==> config.mk <==
export PLATFORM = sky130hd
export DESIGN_NAME = clk_div_core
export DESIGN_NICKNAME = d
export VERILOG_FILES = /design/src/rtl/clk_div_core.sv
export SDC_FILE = /design/constraint.sdc
export NUM_CORES = 1
export LEC_CHECK = 0
export BUFFER_PORTS_ARGS = -buffer_cell sky130_fd_sc_hd__buf_4
export CAP_MARGIN = 20
export CORE_UTILIZATION = 40
export DETAILED_ROUTE_END_ITERATION = 6
export HOLD_SLACK_MARGIN = 0.02
export SLEW_MARGIN = 20
export SYNTH_ARGS = -nofsm -noshare
export SYNTH_HDL_FRONTEND = slang
export SYNTH_SLANG_ARGS = --single-unit
==> constraint.sdc <==
create_clock -name clk_i -period 5.9 [get_ports clk_i]
set_input_delay 0.295 -clock clk_i [delete_from_list [all_inputs] [get_ports clk_i]]
set_output_delay 0.295 -clock clk_i [all_outputs]
set_load 0.01 [all_outputs]
==> src/rtl/clk_div_core.sv <==
// Programmable integer clock divider with 50% duty for odd and even ratios.
// Ratio changes are deferred to output-period boundaries so clk_o never glitches.
module clk_div_core #(
  parameter int CNT_W   = 8,
  parameter int DIV_DEF = 4
) (
  input  logic             clk_i,
  input  logic             rst_i,
  input  logic [CNT_W-1:0] div_i,
  input  logic             div_vld_i,
  output logic             div_ack_o,
  output logic [CNT_W-1:0] div_cur_o,
  output logic             clk_o,
  output logic             clk_en_o
);

  // state   | meaning
  // ST_IDLE | just out of reset, first edge starts period 0 without counting
  // ST_RUN  | counter cycling 0..N-1
  typedef enum logic {ST_IDLE, ST_RUN} state_t;

  localparam logic [CNT_W-1:0] N_RST = (DIV_DEF < 2) ? CNT_W'(2) : CNT_W'(DIV_DEF);

  state_t           r_state;
  state_t           w_state_nxt;
  logic [CNT_W-1:0] r_cnt;
  logic [CNT_W-1:0] r_n;
  logic [CNT_W-1:0] r_pdiv;
  logic             r_pend;
  logic             r_odd;
  logic             r_clk_p;
  logic             r_clk_n;
  logic             r_en;
  logic             r_ack;

  logic             w_run;
  logic             w_wrap;
  logic             w_apply;
  logic [CNT_W-1:0] w_n_nxt;
  logic [CNT_W-1:0] w_cnt_nxt;
  logic [CNT_W-1:0] w_clamp;
  logic             w_p_nxt;

  always_ff @(posedge clk_i or posedge rst_i) begin
    if (rst_i) r_state <= ST_IDLE;
    else       r_state <= w_state_nxt;
  end

  always_comb begin
    w_state_nxt = r_state;
    w_run       = 1'b0;
    case (r_state)
      ST_IDLE: w_state_nxt = ST_RUN;
      ST_RUN: begin
        w_run       = 1'b1;
        w_state_nxt = ST_RUN;
      end
      default: w_state_nxt = ST_IDLE;
    endcase
  end

  always_comb begin
    w_wrap    = w_run && (r_cnt == (r_n - CNT_W'(1)));
    w_apply   = w_wrap && r_pend;
    w_n_nxt   = w_apply ? r_pdiv : r_n;
    w_cnt_nxt = (!w_run || w_wrap) ? '0 : (r_cnt + CNT_W'(1));
    w_clamp   = (div_i < CNT_W'(2)) ? CNT_W'(2) : div_i;
    w_p_nxt   = (w_cnt_nxt < (w_n_nxt >> 1));
  end

  always_ff @(posedge clk_i or posedge rst_i) begin
    if (rst_i) begin
      r_cnt   <= '0;
      r_n     <= N_RST;
      r_pdiv  <= N_RST;
      r_pend  <= 1'b0;
      r_odd   <= N_RST[0];
      r_clk_p <= 1'b0;
      r_en    <= 1'b0;
      r_ack   <= 1'b0;
    end else begin
      r_cnt   <= w_cnt_nxt;
      r_clk_p <= w_p_nxt;
      r_en    <= (w_cnt_nxt == '0);
      r_ack   <= w_apply;
      // odd/even select only moves at a boundary, where r_clk_n is known low
      if (w_wrap) begin
        r_n   <= w_n_nxt;
        r_odd <= w_n_nxt[0];
      end
      if (div_vld_i) begin
        r_pdiv <= w_clamp;
        r_pend <= 1'b1;
      end else if (w_apply) begin
        r_pend <= 1'b0;
      end
    end
  end

  // half-cycle extension of the high phase for odd ratios
  always_ff @(negedge clk_i or posedge rst_i) begin
    if (rst_i) r_clk_n <= 1'b0;
    else       r_clk_n <= r_clk_p;
  end

  assign clk_o     = r_clk_p | (r_odd & r_clk_n);
  assign clk_en_o  = r_en;
  assign div_ack_o = r_ack;
  assign div_cur_o = r_n;

endmodule
# Word-level counts from Yosys, hierarchy flattened
# Cells that the tools add are included.
# word_totals
regBits,31
elab_cells,29
inputBits,11
# classes
mux,6
n_reduce_logical,6
addsub,2
order_cmp,2
n_bitwise,2
n_eq_ne,1
# ops
cell,n
8-bit two-way mux,3
"8-bit by 1-bit adder with 8-bit output, second input constant",1
8-bit == test,1
8-bit logical NOT,1
"8-bit by 2-bit < comparator with 1-bit output, second input constant",1
8-bit by 7-bit < comparator with 1-bit output,1
"8-bit by 1-bit subtractor with 8-bit output, second input constant",1
1-bit two-way mux,3
1-bit logical AND,2
2-bit nonzero test,1
1-bit bitwise AND,1
1-bit logical NOT,1
1-bit logical OR,1
1-bit OR,1

# Depth between registers and ports, before layout
# Gate-level depths: netlist (run 1).
# logic_depth
ltp_word,6
depth_mapped,15
depth_no_buf,14

==> results of run 1 <==
-- layout make-up --
cell class	instances	area share, %
Multi-Input combinational cell	107	41.64
Sequential cell	30	39.17
Timing Repair Buffer	22	8.588
Clock buffer	6	4.294
Tap cell	48	3.123
Inverter	13	2.537
Clock inverter	2	0.6506
-- worst reg2reg max path: cells and delay by family, from the launching register on --
kind,cells,cell delay [ns]
DFF,1,0.49
AOI/OAI and AO/OA,5,0.81
buffers and inverters,1,0.07
adders and majority gates,2,0.58
muxes,1,0.23
and+or+nand+nor,5,1.83
-- final timing paths --
kind / end / slack (ns) / cells after the start
worst min-delay path: div_cur_o[0] / 0.09 / 3
min in group clk_i: r_pdiv[1] / 0.23 / 2
worst max-delay path: clk_o / 1.74 / 2
worst max register to register: r_clk_p / 1.76 / 14
max in group asynchronous: r_clk_n / 2.67 / 3
worst min register to register: r_pdiv[6] / 0.53 / 1
-- registers in the layout (all words and copies together), names as in the netlist --
register / count
clk_en_o: 1
r_cnt: 8
r_pend: 1
div_cur_o: 8
r_clk_n: 1
r_state: 1
div_ack_o: 1
r_pdiv: 8
r_clk_p: 1
-- cells by family (layout without fill, tap and decap cells) --
group / count (synthesis) / in the layout / synth area share [%]
xor+xnor: 15 / 15 / 7.954
simple gates: 45 / 45 / 14.70
flops: 30 / 30 / 45.61
fa+ha+maj: 8 / 8 / 6.061
other cells: 1 / 1 / 0.2271
buf+inv: 19 / 43 / 5.909
compound gates: 26 / 26 / 11.82
mux: 12 / 12 / 7.727
-- through the flow --
step | utilization, % | setup slack [ns]
global route | 50.63 | 1.566
detailed placement | 48.12 | 1.798
global placement | 48.12 | 1.850
finish | 50.63 | 1.741
floorplan | - | 2.110
CTS | 50.63 | 1.727
-- cells in the mapped netlist, types with 3 or more instances --
library cell | count | area share [%]
mux2_2 | 6 | 4.1
or4_1 | 3 | 1.4
dfrtp_1 | 27 | 41
xnor2_1 | 10 | 5.3
o21ai_0 | 3 | 0.91
nor2_1 | 12 | 2.7
nor3_1 | 4 | 1.2
nand2_1 | 6 | 1.4
a21oi_1 | 3 | 0.91
and3_1 | 3 | 1.1
buf_6 | 3 | 2.0
mux2i_1 | 6 | 3.6
inv_1 | 13 | 3.0
ha_1 | 8 | 6.1
nand3_1 | 10 | 3.0
o41ai_1 | 3 | 1.6
a21o_1 | 3 | 1.4
o31ai_1 | 3 | 1.4
xor2_1 | 5 | 2.7
-- metal layers --
| layer | global-route usage [%] | up-vias |
|---|---|---|
| met1 | 22.57 | 598 |
| li1 | - | 597 |
| met2 | 28.70 | 32 |
| met4 | 7.181 | 0 |
| met3 | 4.138 | 6 |
| met5 | 0 | - |
-- layout by cell type (no fill, tap or decap), types with 2 or more instances in the layout --
cell type	instances
xnor2_1	10
mux2i_1	6
ha_1	8
inv_1	13
nor2_1	12
dfstp_2	2
xor2_1	5
a21o_1	3
dfrtp_1	27
nand3_1	10
and3_1	3
o21ai_0	3
clkbuf_8	6
o41ai_1	3
o31ai_1	3
buf_4	22
a21oi_1	3
nand2_1	6
mux2_2	6
nor3_1	4
or4_1	3
-- power breakdown --
part	switching (W)	total (W)	internal (W)
Combinational	0.0000183	0.0000389	0.0000206
Clock	0.0000780	0.000172	0.0000936
Sequential	0.00000780	0.000224	0.000216
Total	0.000104	0.000435	0.000330
==> run_results.csv, run 1 <==
group,metric,value,unit
cts,cts_made_buffers,5,
routing,routed_wirelength,3.318,mm
critical_path,crit_required,5.61,ns
sta,setup-tns-final,0,ns
sta,finClkSkew,0.008065,ns
yosys,syn_nets,175,
sta,final_max_slew_viol_count,0,
critical_path,crit_start,"r_clk_n",
run_status,run_status,"complete, no violations",
sta,worst_pin_slew,0.7689,ns
critical_path,critPathSlowestCell,"dfrtn_1",
sta,grt_setup_unrepaired,"false",
final_layout,fillers,355,
routing,wl_met3,141,microns
routing,wire_per_inst,14.55,microns
power,power_density,225.9,nW/um^2
cts,clk_latency,0.29,ns
yosys,ys_ff_latch,30,
final_layout,diodes,0,
sta,finalHoldViolCount,0,
sta,whs,0.09133,ns
cts,cts_hold_buf,0,
grt,grt_pass1_vias,1188,
routing,drc,0,
critical_path,path_cells,"a21o_1, buf_4",
die,die_y,66.26,microns
cts,clockBufferDepth,2,
cts,path_clk_slew,0.07,ns
die,die-area,4390,sq um
power,ir_drop,0.0001315,V
yosys,syn_inst,156,
final_layout,final_area,1923,sq um
cts,cts.repair.resized,0,
placed_design,dpl_cell_area,1828,sq um
critical_path,path_buf_inv,1,
die,start_util,43.48,%
worst_hold_path,holdCritPathClass,"in -> async",
routing,routed_via_density,5.408,
routing,wl_met2,1.581,mm
yosys,ys_seq_area_share,45.61,%
die,chipWidth,66.26,microns
power,power,0.0004345,W
critical_path,crit_type,"reg -> out",
die,io_pins,22,
final_layout,area_delta_synth_final,16.44,%
routing,drtAntennaViolNets,0,
grt,antenna_found_initial,0,
placed_design,dp.cells,220,
critical_path,worstPathArrival,3.86,ns
routing,first_pass_iters,4,
grt,grt-ovfl-total,0,
yosys,postSynthAreaPerCell,10.59,sq um
flow_run,max_cap_viol_count,0,
cts,cts_max_level,2,
sta,max_freq,241.7,MHz
final_layout,ff_latch_area,753.2,sq um
yosys,ys_types,42,
cts,cts_tree,"done",
placed_design,dp_hpwl,2.588,mm
power,leakage,0.9584,nW
routing,num_vias,1233,
placed_design,numPortBuffers,21,
critical_path,critPathMaxFanout,1,
placed_design,gp_congestion,0.9342,
critical_path,rr_startpoint,"div_cur_o[0]",
yosys,synth-main-ff-cell,"dfrtp_1",
final_layout,nNetsFinal,198,
critical_path,worst_setup_path_end_kind,"primary output",
die,rows,22,
sta,fin_crit_sh,70.49,%
final_layout,layout.cells.non_filler,228,
routing,top_layer,"met4",
yosys,synth_edf_count,0,
grt,grt_usage,17.70,%
routing,drt-met1-wl,1.542,mm
final_layout,multi_input_area,800.8,sq um
final_layout,drive_gt1_share,23.89,%
yosys,netlist_area,1652,sq um
grt,grt_max_degree,31,
yosys,yosys_warnings,0,
critical_path,start_kind,"flop",
sta,setup_viol,0,
die,coreArea,3799,sq um
cts,clkSinkCount,30,
cts,cts_root_buf,"clkbuf_8",
routing,dr.first_iter.drc_count,49,
yosys,ys_async_sr_fraction,100.0,%
critical_path,slowest_delay,0.33,ns
critical_path,crit_family,"flip-flops",
sta,maxSlewHeadroom,48.43,%
cts,cts_setup_buffers,0,
sta,min_period,4.159,ns
grt,grt_pass1_wl,5.623,mm
No activity file was read; power rests on OpenSTA's default activity.
==> run 2, diff against run 1 <==
clock period = 4.06 ns   (was 5.9 ns; I/O delays follow)
==> run_results.csv, run 2 (synthesized netlist as in run 1, its figures left out) <==
group,metric,value,unit
run_status,run_status,"complete, no violations",
placed_design,dpl_cell_area,1851,sq um
die,chipWidth,66.26,microns
die,die_y,66.26,microns
routing,first_pass_iters,4,
power,power_density,313.6,nW/um^2
cts,clkSinkCount,30,
cts,path_clk_slew,0.06,ns
grt,antenna_found_initial,0,
cts,cts_max_level,2,
grt,use_met3,4.310,%
sta,setup-tns-final,0,ns
final_layout,drive_gt1_share,25.27,%
grt,grt_usage,19.61,%
cts,cts_made_buffers,5,
sta,grt_setup_unrepaired,"false",
final_layout,diodes,0,
routing,wire_per_inst,15.80,microns
placed_design,dp_hpwl,2.701,mm
grt,grt_max_degree,31,
sta,worst_pin_slew,0.5079,ns
grt,grt_pass1_vias,1310,
grt,use_met1,24.32,%
cts,clk_latency,0.29,ns
grt,grt_pass1_wl,6.265,mm
sta,max_freq,257.1,MHz
routing,num_vias,1265,
routing,routed_via_density,5.406,
cts,cts_root_buf,"clkbuf_8",
die,rows,22,
critical_path,worst_setup_path_end_kind,"flop",
sta,setup_viol,0,
placed_design,dp_slack,0.05886,ns
worst_hold_path,holdCritPathClass,"in -> reg",
grt,busiest_layer,"met2",
die,start_util,43.48,%
critical_path,critPathSlowestCell,"or4b_4",
final_layout,final_area,1962,sq um
routing,routed_wirelength,3.698,mm
power,leakage,0.9795,nW
sta,finClkSkew,0.007882,ns
sta,maxSlewHeadroom,65.98,%
final_layout,nNetsFinal,204,
routing,drc,0,
flow_run,max_cap_viol_count,0,
sta,finalHoldViolCount,0,
sta,min_period,3.890,ns
final_layout,layout.cells.non_filler,234,
die,coreArea,3799,sq um
cts,cts_tree,"done",
sta,final_max_slew_viol_count,0,
placed_design,dp.cells,223,
routing,dr.first_iter.drc_count,77,
critical_path,path_cells,"inv_1, ha_2, o21ba_1, a221o_1, o31ai_1, nand2_2, or4b_4, mux2i_1, ha_1, nand3_1, or3b_2, or4_1, o311ai_1, a211oi_1",
critical_path,start_kind,"flop",
final_layout,area_delta_synth_final,18.79,%
die,die-area,4390,sq um
die,io_pins,22,
sta,fin_crit_sh,95.81,%
cts,clockBufferDepth,2,
sta,finalWorstSetupSlack,0.1702,ns
grt,grt-ovfl-total,0,
critical_path,crit_required,4.21,ns
critical_path,slowest_delay,0.58,ns
routing,drtAntennaViolNets,0,
placed_design,gp_congestion,0.8844,
critical_path,critPathMaxFanout,5,
critical_path,worstPathArrival,4.04,ns
final_layout,final_cell_mix,"dfrtp_1 (27), buf_4 (27), inv_1 (13)",
critical_path,crit_type,"reg -> reg",
placed_design,numPortBuffers,21,
grt,grtUsageMet2,31.76,%
power,ir_drop,0.0002081,V
[run 2: cell type report]
cell class	count	area, sq um
fillers	368	1837
multi-input cells	107	807.0
flip-flops and latches	30	753.2
repair buffers	28	212.7
clock buffers	8	80.08
well taps	48	60.06
inverters	13	48.80
[run 2: where the power goes]
group          switching [W]  internal [W]
combinational      0.0000273     0.0000311
sequential         0.0000130      0.000314
clock               0.000108      0.000122
total               0.000148      0.000467
[run 2: worst max-delay path: cells and delay by family (launching register included)]
kind                     cells  cell delay, ns
AND/OR/NAND/NOR              5            1.70
adder cells (fa/ha/maj)      2            0.54
buffers and inverters        1            0.08
AO/OA/AOI/OAI                5            0.85
flip-flops                   1            0.41
multiplexers                 1            0.17
[run 2: per-layer routing]
layer	vias to the layer above	wire length [microns]
met5	-	0
met4	0	87
met3	8	118
met2	29	1794
met1	620	1697
li1	608	-
[run 2: path summary, 6_finish.rpt]
kind / start / end / slack (ns) / depth (start not counted)
worst max-delay path: div_cur_o[1] / r_clk_p / 0.17 / 14
worst max register to register: div_cur_o[1] / r_clk_p / 0.17 / 14
max in group asynchronous: rst_i / r_clk_n / 1.29 / 4
min in group asynchronous: rst_i / div_ack_o / 0.56 / 4
worst min-delay path: div_i[1] / r_pdiv[1] / 0.14 / 2
worst min register to register: r_pdiv[0] / div_cur_o[0] / 0.52 / 2
[run 2: per-stage QoR]
step | total power (W) | hold WS (ns) | utilization, %
floorplan | 0.0003662 | 0.2923 | -
global placement | 0.0003880 | 0.3007 | 48.72
detailed placement | 0.0003902 | 0.3071 | 48.72
CTS | 0.0006179 | 0.1408 | 51.09
global route | 0.0006400 | 0.1408 | 51.65
finish | 0.0006153 | 0.1425 | 51.65
[run 2: what timing repair did]
item | CTS | global route
setup endpoints to repair | 0 | 1
setup buffers | 0 | 2
hold buffers | 1 | 0
endpoints found under the hold margin | 27 | 0
gates resized for setup | 0 | 2
